[config.mk]
export PLATFORM = sky130hd
export DESIGN_NAME = gate_exerciser
export DESIGN_NICKNAME = d
export VERILOG_FILES = /design/src/rtl/gate_exerciser_pkg.sv /design/src/rtl/gate_exerciser_settle_timer.sv /design/src/rtl/gate_exerciser.sv
export SDC_FILE = /design/constraint.sdc
export NUM_CORES = 1
export LEC_CHECK = 0
export ABC_AREA = 1
export CAP_MARGIN = 30
export CORE_MARGIN = 10
export CORE_UTILIZATION = 46
export CTS_CLUSTER_SIZE = 40
export DETAILED_ROUTE_END_ITERATION = 7
export GPL_TIMING_DRIVEN = 0
export PLACE_DENSITY = 0.77
export SYNTH_ARGS = -nofsm -noshare
export SYNTH_HDL_FRONTEND = slang
export SYNTH_SLANG_ARGS = --single-unit
export TNS_END_PERCENT = 100
[constraint.sdc]
create_clock -name clk -period 1.53 [get_ports clk]
set_clock_uncertainty 0.05 [all_clocks]
set_input_delay 0.306 -clock clk [delete_from_list [all_inputs] [get_ports clk]]
set_output_delay 0.306 -clock clk [all_outputs]
set_load 0.02 [all_outputs]
[src/rtl/gate_exerciser_pkg.sv]
// -----------------------------------------------------------------------------
// gate_exerciser_pkg
// Shared types and constants for the gate exerciser:
//   - state_t  : run-sequencer states
//   - MAX_IN   : widest gate supported (also the width of fail_vec)
//   - ERR_W    : width of the saturating mismatch counter
//   - SETTLE_W : width of the settle counter (SETTLE up to 15)
//   - sat_inc  : saturating increment for the mismatch counter
// Build option: none in this file (see gate_exerciser.sv for
// GATE_EXERCISER_STOP_ON_FAIL_EN).
// -----------------------------------------------------------------------------
package gate_exerciser_pkg;

    localparam int MAX_IN   = 3;
    localparam int ERR_W    = 4;
    localparam int SETTLE_W = 4;

    localparam logic [ERR_W-1:0] ERR_MAX = '1;

    typedef enum logic [1:0] {
        ST_IDLE   = 2'd0,
        ST_APPLY  = 2'd1,
        ST_SAMPLE = 2'd2,
        ST_DONE   = 2'd3
    } state_t;

    // Mismatch counter sticks at its maximum instead of wrapping to zero,
    // so a badly broken gate can never look like a clean one.
    function automatic logic [ERR_W-1:0] sat_inc(input logic [ERR_W-1:0] v);
        return (v == ERR_MAX) ? v : v + 1'b1;
    endfunction

endpackage

[src/rtl/gate_exerciser_settle_timer.sv]
// -----------------------------------------------------------------------------
// settle_timer
// Down-counter that times how long each input vector is held on the gate
// before its output is sampled.
// Ports:
//   clk       in   clock, rising edge
//   reset     in   synchronous active-high reset, clears the count
//   load      in   load load_val (takes priority over counting)
//   load_val  in   SETTLE_W  value to load
//   en        in   count down by one this cycle (stops at zero)
//   expire    out  current cycle is the last cycle of the settle window
// -----------------------------------------------------------------------------
module settle_timer
    import gate_exerciser_pkg::*;
(
    input  logic                clk,
    input  logic                reset,
    input  logic                load,
    input  logic [SETTLE_W-1:0] load_val,
    input  logic                en,
    output logic                expire
);

    logic [SETTLE_W-1:0] cnt;

    always_ff @(posedge clk) begin
        if (reset) begin
            cnt <= '0;
        end else if (load) begin
            cnt <= load_val;
        end else if (en && (cnt != '0)) begin
            cnt <= cnt - 1'b1;
        end
    end

    // A count of one means this decrement closes the window; treating zero
    // the same keeps the sequencer from stalling if it is ever entered
    // with an empty counter.
    assign expire = (cnt <= SETTLE_W'(1));

endmodule

[src/rtl/gate_exerciser.sv]
// -----------------------------------------------------------------------------
// gate_exerciser
// Walks every input vector of a small transistor-level gate, holds each one
// for SETTLE cycles, samples the gate output and compares it against an
// expected truth table latched at the start of the run.
//
// Parameters:
//   NUM_IN  gate inputs, 1..3
//   SETTLE  cycles each vector is held before sampling, 1..15
// Ports:
//   clk       in   clock, rising edge
//   reset     in   synchronous active-high reset
//   start     in   begin a run (only honoured when idle)
//   tt        in   2**NUM_IN  expected truth table, bit k for vector k
//   vec       out  NUM_IN     vector driven onto the gate, bit 0 = input a
//   dut_out   in   gate output; x/z is treated as a mismatch
//   busy      out  run in progress (applying or sampling)
//   done      out  one-cycle pulse when a run completes
//   pass      out  last run had no mismatches; held until next start
//   err_cnt   out  ERR_W  saturating mismatch count
//   fail_vec  out  MAX_IN first mismatching vector (valid when err_cnt != 0)
// Build option:
//   GATE_EXERCISER_STOP_ON_FAIL_EN  end the run at the first mismatch
// -----------------------------------------------------------------------------
module gate_exerciser
    import gate_exerciser_pkg::*;
#(
    parameter int NUM_IN = 3,
    parameter int SETTLE = 2
) (
    input  logic                 clk,
    input  logic                 reset,
    input  logic                 start,
    input  logic [2**NUM_IN-1:0] tt,
    output logic [NUM_IN-1:0]    vec,
    input  logic                 dut_out,
    output logic                 busy,
    output logic                 done,
    output logic                 pass,
    output logic [ERR_W-1:0]     err_cnt,
    output logic [MAX_IN-1:0]    fail_vec
);

    localparam int                  NV        = 2**NUM_IN;
    localparam logic [NUM_IN-1:0]   LAST_VEC  = '1;
    localparam logic [SETTLE_W-1:0] SETTLE_LD = SETTLE_W'(SETTLE);

    state_t          state;
    state_t          state_nx;
    logic [NV-1:0]   tt_q;
    logic            mismatch;
    logic            stop_now;
    logic            accept;
    logic            record;
    logic            advance;
    logic            finish;
    logic            tmr_load;
    logic            tmr_en;
    logic            tmr_expire;

    settle_timer u_settle (
        .clk      (clk),
        .reset    (reset),
        .load     (tmr_load),
        .load_val (SETTLE_LD),
        .en       (tmr_en),
        .expire   (tmr_expire)
    );

    // Case inequality so a floating or unknown gate output is a failure
    // rather than silently matching either truth-table value.
    assign mismatch = (dut_out !== tt_q[vec]);

`ifdef GATE_EXERCISER_STOP_ON_FAIL_EN
    assign stop_now = mismatch || (vec == LAST_VEC);
`else
    assign stop_now = (vec == LAST_VEC);
`endif

    assign busy = (state == ST_APPLY) || (state == ST_SAMPLE);

    // ---- sequencer state register ----
    always_ff @(posedge clk) begin
        if (reset) begin
            state <= ST_IDLE;
        end else begin
            state <= state_nx;
        end
    end

    // ---- next state and per-cycle strobes ----
    always_comb begin
        state_nx = state;
        accept   = 1'b0;
        record   = 1'b0;
        advance  = 1'b0;
        finish   = 1'b0;
        tmr_load = 1'b0;
        tmr_en   = 1'b0;
        case (state)
            ST_IDLE: begin
                if (start) begin
                    accept   = 1'b1;
                    tmr_load = 1'b1;
                    state_nx = ST_APPLY;
                end
            end
            ST_APPLY: begin
                tmr_en = 1'b1;
                if (tmr_expire) begin
                    state_nx = ST_SAMPLE;
                end
            end
            ST_SAMPLE: begin
                record = 1'b1;
                if (stop_now) begin
                    state_nx = ST_DONE;
                end else begin
                    advance  = 1'b1;
                    tmr_load = 1'b1;
                    state_nx = ST_APPLY;
                end
            end
            ST_DONE: begin
                finish   = 1'b1;
                state_nx = ST_IDLE;
            end
            default: begin
                state_nx = ST_IDLE;
            end
        endcase
    end

    // ---- truth table snapshot (pure data, no reset needed) ----
    // Captured once per run so edits to tt mid-run cannot disturb it.
    always_ff @(posedge clk) begin
        if (accept) begin
            tt_q <= tt;
        end
    end

    // ---- run results and vector drive ----
    always_ff @(posedge clk) begin
        if (reset) begin
            vec      <= '0;
            done     <= 1'b0;
            pass     <= 1'b0;
            err_cnt  <= '0;
            fail_vec <= '0;
        end else begin
            // done is registered from the DONE state, so it appears one
            // cycle after the last sample and lasts exactly one cycle.
            done <= finish;
            if (accept) begin
                vec      <= '0;
                pass     <= 1'b0;
                err_cnt  <= '0;
                fail_vec <= '0;
            end
            if (record && mismatch) begin
                if (err_cnt == '0) begin
                    fail_vec <= MAX_IN'(vec);
                end
                err_cnt <= sat_inc(err_cnt);
            end
            if (advance) begin
                vec <= vec + 1'b1;
            end
            if (finish) begin
                pass <= (err_cnt == '0);
            end
        end
    end

endmodule
==> metrics, run 1 <==
height of the die=73.6 um; Compound-Gate Fraction of Synth Area=0.0907; violations in the final reports=setup timing; utilization after layout=0.657; number of primary I/O pins=25; crit-path cells=inv_1 > ha_2 > inv_2 > nor2_1 > nor2_2 > nand2_1 > o21ai_2 > nor3_1 > a211oi_1; relative slew slack=0.725; post-synthesis instance total=160; setup repair after global routing missed its margin=yes; Setup crit end kind=register; Final Setup Violations=4; cell leakage power=0.804 nW; DIE AREA=5420 um^2; largest net degree at the start of global routing=15; later-pin clock latency in the skew report=330 ps; setup slack at placement=-366 ps; fin crit share=1.07; initial standard-cell utilization of the core=0.480; input/output buffers=24; Final WS setup=-101 ps; Top delay family on crit path=simple AND/OR/NAND/NOR gates; layout cell share with drive strength beyond 1=0.291; count of flip-flops with a built-in enable after synthesis=8; run status=finished with violations; count of cells along the worst register-to-register path=9; most used flip-flop cell after synthesis=sky130_fd_sc_hd__dfxtp_1; Post-route DRC=0; placed wire-length estimate=2090 um; worst hold path stage count=1; Highest Clock Rate=613 MHz; antenna violations before repair=0; area fraction of the dominant cell type after synthesis=0.272; final hold viol count=0; number of buffers created by CTS=3; startpoint types=register; residual overflow from global routing=0; area of the core=2760 um^2; launch point of the worst reg-to-reg path=u_settle.cnt[1]; largest buffer count on any clock path=2; width of the die=73.6 um; most area-consuming cells after synthesis=sky130_fd_sc_hd__dfxtp_1 (27%), sky130_fd_sc_hd__edfxtp_1 (18%), sky130_fd_sc_hd__ha_1 (10%); fraction of registers with async set or reset after synthesis=0; peak supply drop=0.00107 V; HP Start=state[1]; combined buffer and inverter count along the critical path=2; Post-Synth XOR/XNOR Area=0.0132; total of fill cells in the finished design=218; number of synthesis warnings=0; Post-synth top cells=sky130_fd_sc_hd__inv_1 (30), sky130_fd_sc_hd__nand2_1 (24), sky130_fd_sc_hd__dfxtp_1 (18), sky130_fd_sc_hd__nor2_1 (15), sky130_fd_sc_hd__nand3_1 (13); total iterations of the first detailed-routing run=4; worst hold endpoint=state[1]; reg-to-reg critical path endpoint=state[0]; cell with the most instances after synthesis=sky130_fd_sc_hd__inv_1; net count of the finished layout=223; Critical Path RT=1710 ps; Adder-Cell Fraction of Synth Area=0.104; multiplexer share of the synthesized area=0; largest incremental delay on the critical path=370 ps; Post-Syn Nets=183; DRC marker count from the first detailed-route iteration=77; post-detailed-route count of antenna-violating nets=0; sequential element share of the synthesized area=0.454; CTS clk-pin slew, worst paths=140 ps; global-route wire length before repair=4730 um; power density cells=1500 nW/um^2; Final Power=0.00271 W; clock tree from TritonCTS=yes; flop-to-flop setup slack=-100 ps; Post-Syn Area=1320 um^2; number of global-route vias before repair=1134; via density per instance=5.13; std cell rows=19; post-synthesis sequential element count=26; number of pins exceeding their max-slew limit in the final report=0; cell at the root of the clock tree=sky130_fd_sc_hd__clkbuf_4; slew at the pin closest to its max-slew limit=413 ps; total of max-cap violations=0; average wire length per cell after detail routing=14.1 um; CP max FO=4; CTS sink cnt=26; area grow syn2layout=36.8%; H-Tree Depth=1; Crit path arrival time=1810 ps; mean post-synth cell area=8.27 um^2; cell accounting for the most synthesized area=sky130_fd_sc_hd__dfxtp_1; vias post-DR=1181; Routed Wire Length=3240 um; Post-Synth Simple-Gate Area=0.248; number of distinct standard cells referenced by the synthesized netlist=24; master of the slowest instance on the critical path=sky130_fd_sc_hd__dfxtp_4; weighted congestion reported at the end of routability-driven placement=0.852; clock period minus worst slack=1630 ps; largest family of logic cells by synthesized area=simple AND/OR/NAND/NOR gates; critical path start-end classification=reg2reg; path type of the worst min-delay path=reg2reg; GRT Util Overall=0.104; total inserted antenna cells=0
[timing repair]
item                                    4_1_cts  5_1_grt
gates resized for setup                      29       43
pin swaps                                     1       14
endpoints found under the setup margin       34       21
hold buffers                                  0        0
buffers inserted                              3        8
[per-layer routing]
layer,vias to the layer above,wire (um),global-route usage
li1,594,-,-
met2,36,1690,0.188
met5,-,0,0
met1,545,1280,0.112
met3,6,212,0.0310
met4,0,62,0.0352
[placed cells by master (no fill, tap or decap), drive strengths merged, types with 3 or more instances in the layout]
cell,synthesis,layout
clkbuf,1,6
buf,0,12
nand3,18,18
clkdlybuf4s50,0,11
nor2,15,15
ha,11,11
edfxtp,8,8
nand2,26,26
inv,31,30
dlygate4sd2,0,10
dfxtp,18,18
o21ai,10,10
nor3,3,3
a21oi,11,11
[layout make-up]
class,instances,area (um^2),share of cell area
Clock inverter,1,3.75,0.00207
Inverter,31,128,0.0705
Tap cell,31,38.8,0.0214
Clock buffer,3,22.5,0.0124
Buffer,1,3.75,0.00207
Sequential cell,26,622,0.343
Multi-Input combinational cell,102,687,0.379
Timing Repair Buffer,35,305,0.169
[flip-flops by register name (all words and copies together) (netlist names)]
name / count
u_settle.cnt: 4
tt_q: 8
pass: 1
vec: 3
state: 2
fail_vec: 3
done: 1
err_cnt: 4
[kinds of logic (layout without fill, tap and decap cells)]
logic type,after synthesis,in the layout
and+or+nand+nor,66,66
buffers and inverters,32,71
DFF,26,26
AOI/OAI and AO/OA,23,23
adders and majority gates,11,11
xor gates and xnor gates,2,2
[through the flow]
stage / area, um^2 / instances / setup TNS, ps / hold WS [ps]
after floorplan: 1330 / 160 / 0 / 325
after global placement: 1600 / 215 / -4670 / 417
after detailed placement: 1600 / 215 / -5300 / 430
after CTS: 1660 / 222 / -54.0 / 413
after global routing: 1810 / 230 / -1070 / 441
final: 1810 / 230 / -162 / 422
[worst max-delay path by stage]
stage | from | endpoint | slack [ps] | cells past startpoint
after floorplan | state[0] | u_settle.cnt[3] | 30 | 7
after global placement | start | u_settle.cnt[3] | -320 | 6
after detailed placement | start | u_settle.cnt[3] | -370 | 6
after CTS | state[1] | busy | -50 | 3
after global routing | u_settle.cnt[0] | state[0] | -200 | 9
final | u_settle.cnt[1] | state[0] | -100 | 9
[power by group]
group | switching (W) | internal, W | leakage (nW) | total, W
Sequential | 0.000111 | 0.000897 | 0.227 | 0.00101
Combinational | 0.000823 | 0.000575 | 0.562 | 0.00140
Clock | 0.000208 | 0.0000959 | 0.0154 | 0.000304
Total | 0.00114 | 0.00157 | 0.804 | 0.00271
Note: power is estimated with default switching activity, not from simulation.
==> run 2: changes to the inputs <==
CAP_MARGIN = 20   (was 30)
CORE_MARGIN = not set   (was 10)
==> run 2 against run 1 <==
- the run now ends clean
- combinational power is 4% higher
- worst setup slack gained 130 ps
- register-to-register slack gained 140 ps
- sequential share of layout area fell by 0.37 points
- utilization up 1.0 points
- non-clock buffer count is 2 lower
- critical endpoint is now busy
==> metrics, run 2 (synthesized netlist as in run 1, its figures left out) <==
critical path start-end classification=reg2out; average wire length per cell after detail routing=12.5 um; largest registers=tt_q x8, err_cnt x4, u_settle.cnt x4; utilization after layout=0.667; largest buffer count on any clock path=2; leading cell type in the layout, fill and taps excluded=sky130_fd_sc_hd__inv_1; Setup crit start=state[1]; largest incremental delay on the critical path=390 ps; total of max-cap violations=0; slew at the pin closest to its max-slew limit=425 ps; residual overflow from global routing=0; setup repair after global routing missed its margin=yes; CTS sink cnt=26; Largest register FFs=8; final hold viol count=0; peak supply drop=0.000974 V; count of cells along the worst register-to-register path=8; std cell rows=19; placed wire-length estimate=1820 um; number of primary I/O pins=25; post-detailed-route count of antenna-violating nets=0; startpoint types=register; Final Power=0.00277 W; weighted congestion reported at the end of routability-driven placement=0.810; DIE AREA=3100 um^2; Critical Path RT=1170 ps; GR met1 Demand/Resource=0.205; Most flops, register=tt_q; global routing's busiest layer=met2; fin crit share=0.982; DRC marker count from the first detailed-route iteration=27; H-Tree Depth=1; layout cell share with drive strength beyond 1=0.284; vias post-DR=1185; net count of the finished layout=221; area grow syn2layout=37.7%; flop-to-flop setup slack=40 ps; worst hold path stage count=1; width of the die=55.6 um; internal power of the cells=0.00162 W; Final Setup Violations=0; Post-CTS Hold Buffers=0; via density per instance=5.20; launch point of the worst reg-to-reg path=vec[0]; number of pins exceeding their max-slew limit in the final report=0; Crit path arrival time=1150 ps; reg-to-reg critical path endpoint=vec[0]; CTS clk-pin slew, worst paths=130 ps; Post-route DRC=0; largest net degree at the start of global routing=15; worst hold endpoint=state[1]; total inserted antenna cells=0; cell at the root of the clock tree=sky130_fd_sc_hd__clkbuf_4; input/output buffers=24; later-pin clock latency in the skew report=320 ps; relative slew slack=0.716; crit-path cells=inv_2 > ha_4 > buf_6; Psw=0.00115 W; cell leakage power=0.788 nW; height of the die=55.6 um; top library cells by usage in the layout, fill and taps aside=sky130_fd_sc_hd__inv_1 (23), sky130_fd_sc_hd__nand2_1 (18), sky130_fd_sc_hd__nand3_1 (13); Routed Wire Length=2850 um; clock network fraction of total power=0.109; power density cells=1520 nW/um^2; master of the slowest instance on the critical path=sky130_fd_sc_hd__dfxtp_4; run status=complete, no violations; path type of the worst min-delay path=reg2reg; clock tree from TritonCTS=yes; Setup crit end kind=output pin; HP Start=state[1]; total iterations of the first detailed-routing run=4; share of total power consumed by net switching=0.415; initial standard-cell utilization of the core=0.484; antenna violations before repair=0; number of buffers created by CTS=3; GRT met3 Usage=0.0256; number of global-route vias before repair=1047; CP max FO=4; clock period minus worst slack=1500 ps; area of the core=2730 um^2; relative contribution of sequential cells to total power=0.363; Highest Clock Rate=666 MHz; portion of total power attributed to combinational logic=0.529; met2 track demand over resource=0.332; global-route wire length before repair=4420 um; GRT Util Overall=0.182
run 2: changes by cell type in the layout (fill, tap and decap cells not counted), sizes merged:
cell,previous run,this run
buf,12,10
clkinv,1,0
dlygate4sd2,10,11
run 2: metrics by stage:
stage	setup slack, ps	instance area, um^2	setup TNS, ps	hold slack [ps]	instances
floorplan	31.4	1330	0	325	160
global placement	-327	1600	-4780	417	215
detailed placement	-380	1600	-5580	429	215
CTS	-22.5	1650	-22.5	428	221
global route	-44.2	1820	-133	440	228
finish	27.5	1820	0	420	228
run 2: layer usage:
layer,wire (um),part of all wire
met4,61,0.021
met1,1150,0.40
met3,103,0.036
met5,0,0
met2,1530,0.54
run 2: repair_timing:
| item | CTS | global route |
|---|---|---|
| gates resized for setup | 31 | 44 |
| buffers inserted | 2 | 7 |
| setup endpoints to repair | 34 | 18 |
| pin swaps | 1 | 8 |
run 2: power by group through the flow:
| stage | Clock [W] | Combinational, W | Sequential (W) |
|---|---|---|---|
| floorplan | 0 | 0.000660 | 0.00102 |
| global placement | 0 | 0.000968 | 0.000982 |
| detailed placement | 0 | 0.00100 | 0.000990 |
| CTS | 0.000307 | 0.00104 | 0.000986 |
| global route | 0.000340 | 0.00160 | 0.00103 |
| finish | 0.000301 | 0.00146 | 0.00100 |
run 2: critical path, delay by kind of cell, from the launching register on:
family / cells / cell delay (ps)
adder cells (fa/ha/maj): 1 / 260
flip-flops: 1 / 390
buffers and inverters: 2 / 160
run 2: final cells by class:
type                    count  area [um^2]
flip-flops and latches     26          619
fillers                   217          911
clock buffers               4         26.3
plain buffers               1         3.75
multi-input cells         102          716
inverters                  31          125
well taps                  31         38.8
repair buffers             33          294
run 2: how the worst max path moves through the flow:
stage                            to  slack [ps]  cells after the start
CTS                            busy         -20                      3
finish                         busy          30                      3
global placement    u_settle.cnt[3]        -330                      6
global route             err_cnt[0]         -40                     11
floorplan           u_settle.cnt[3]          30                      7
detailed placement           vec[1]        -380                      6
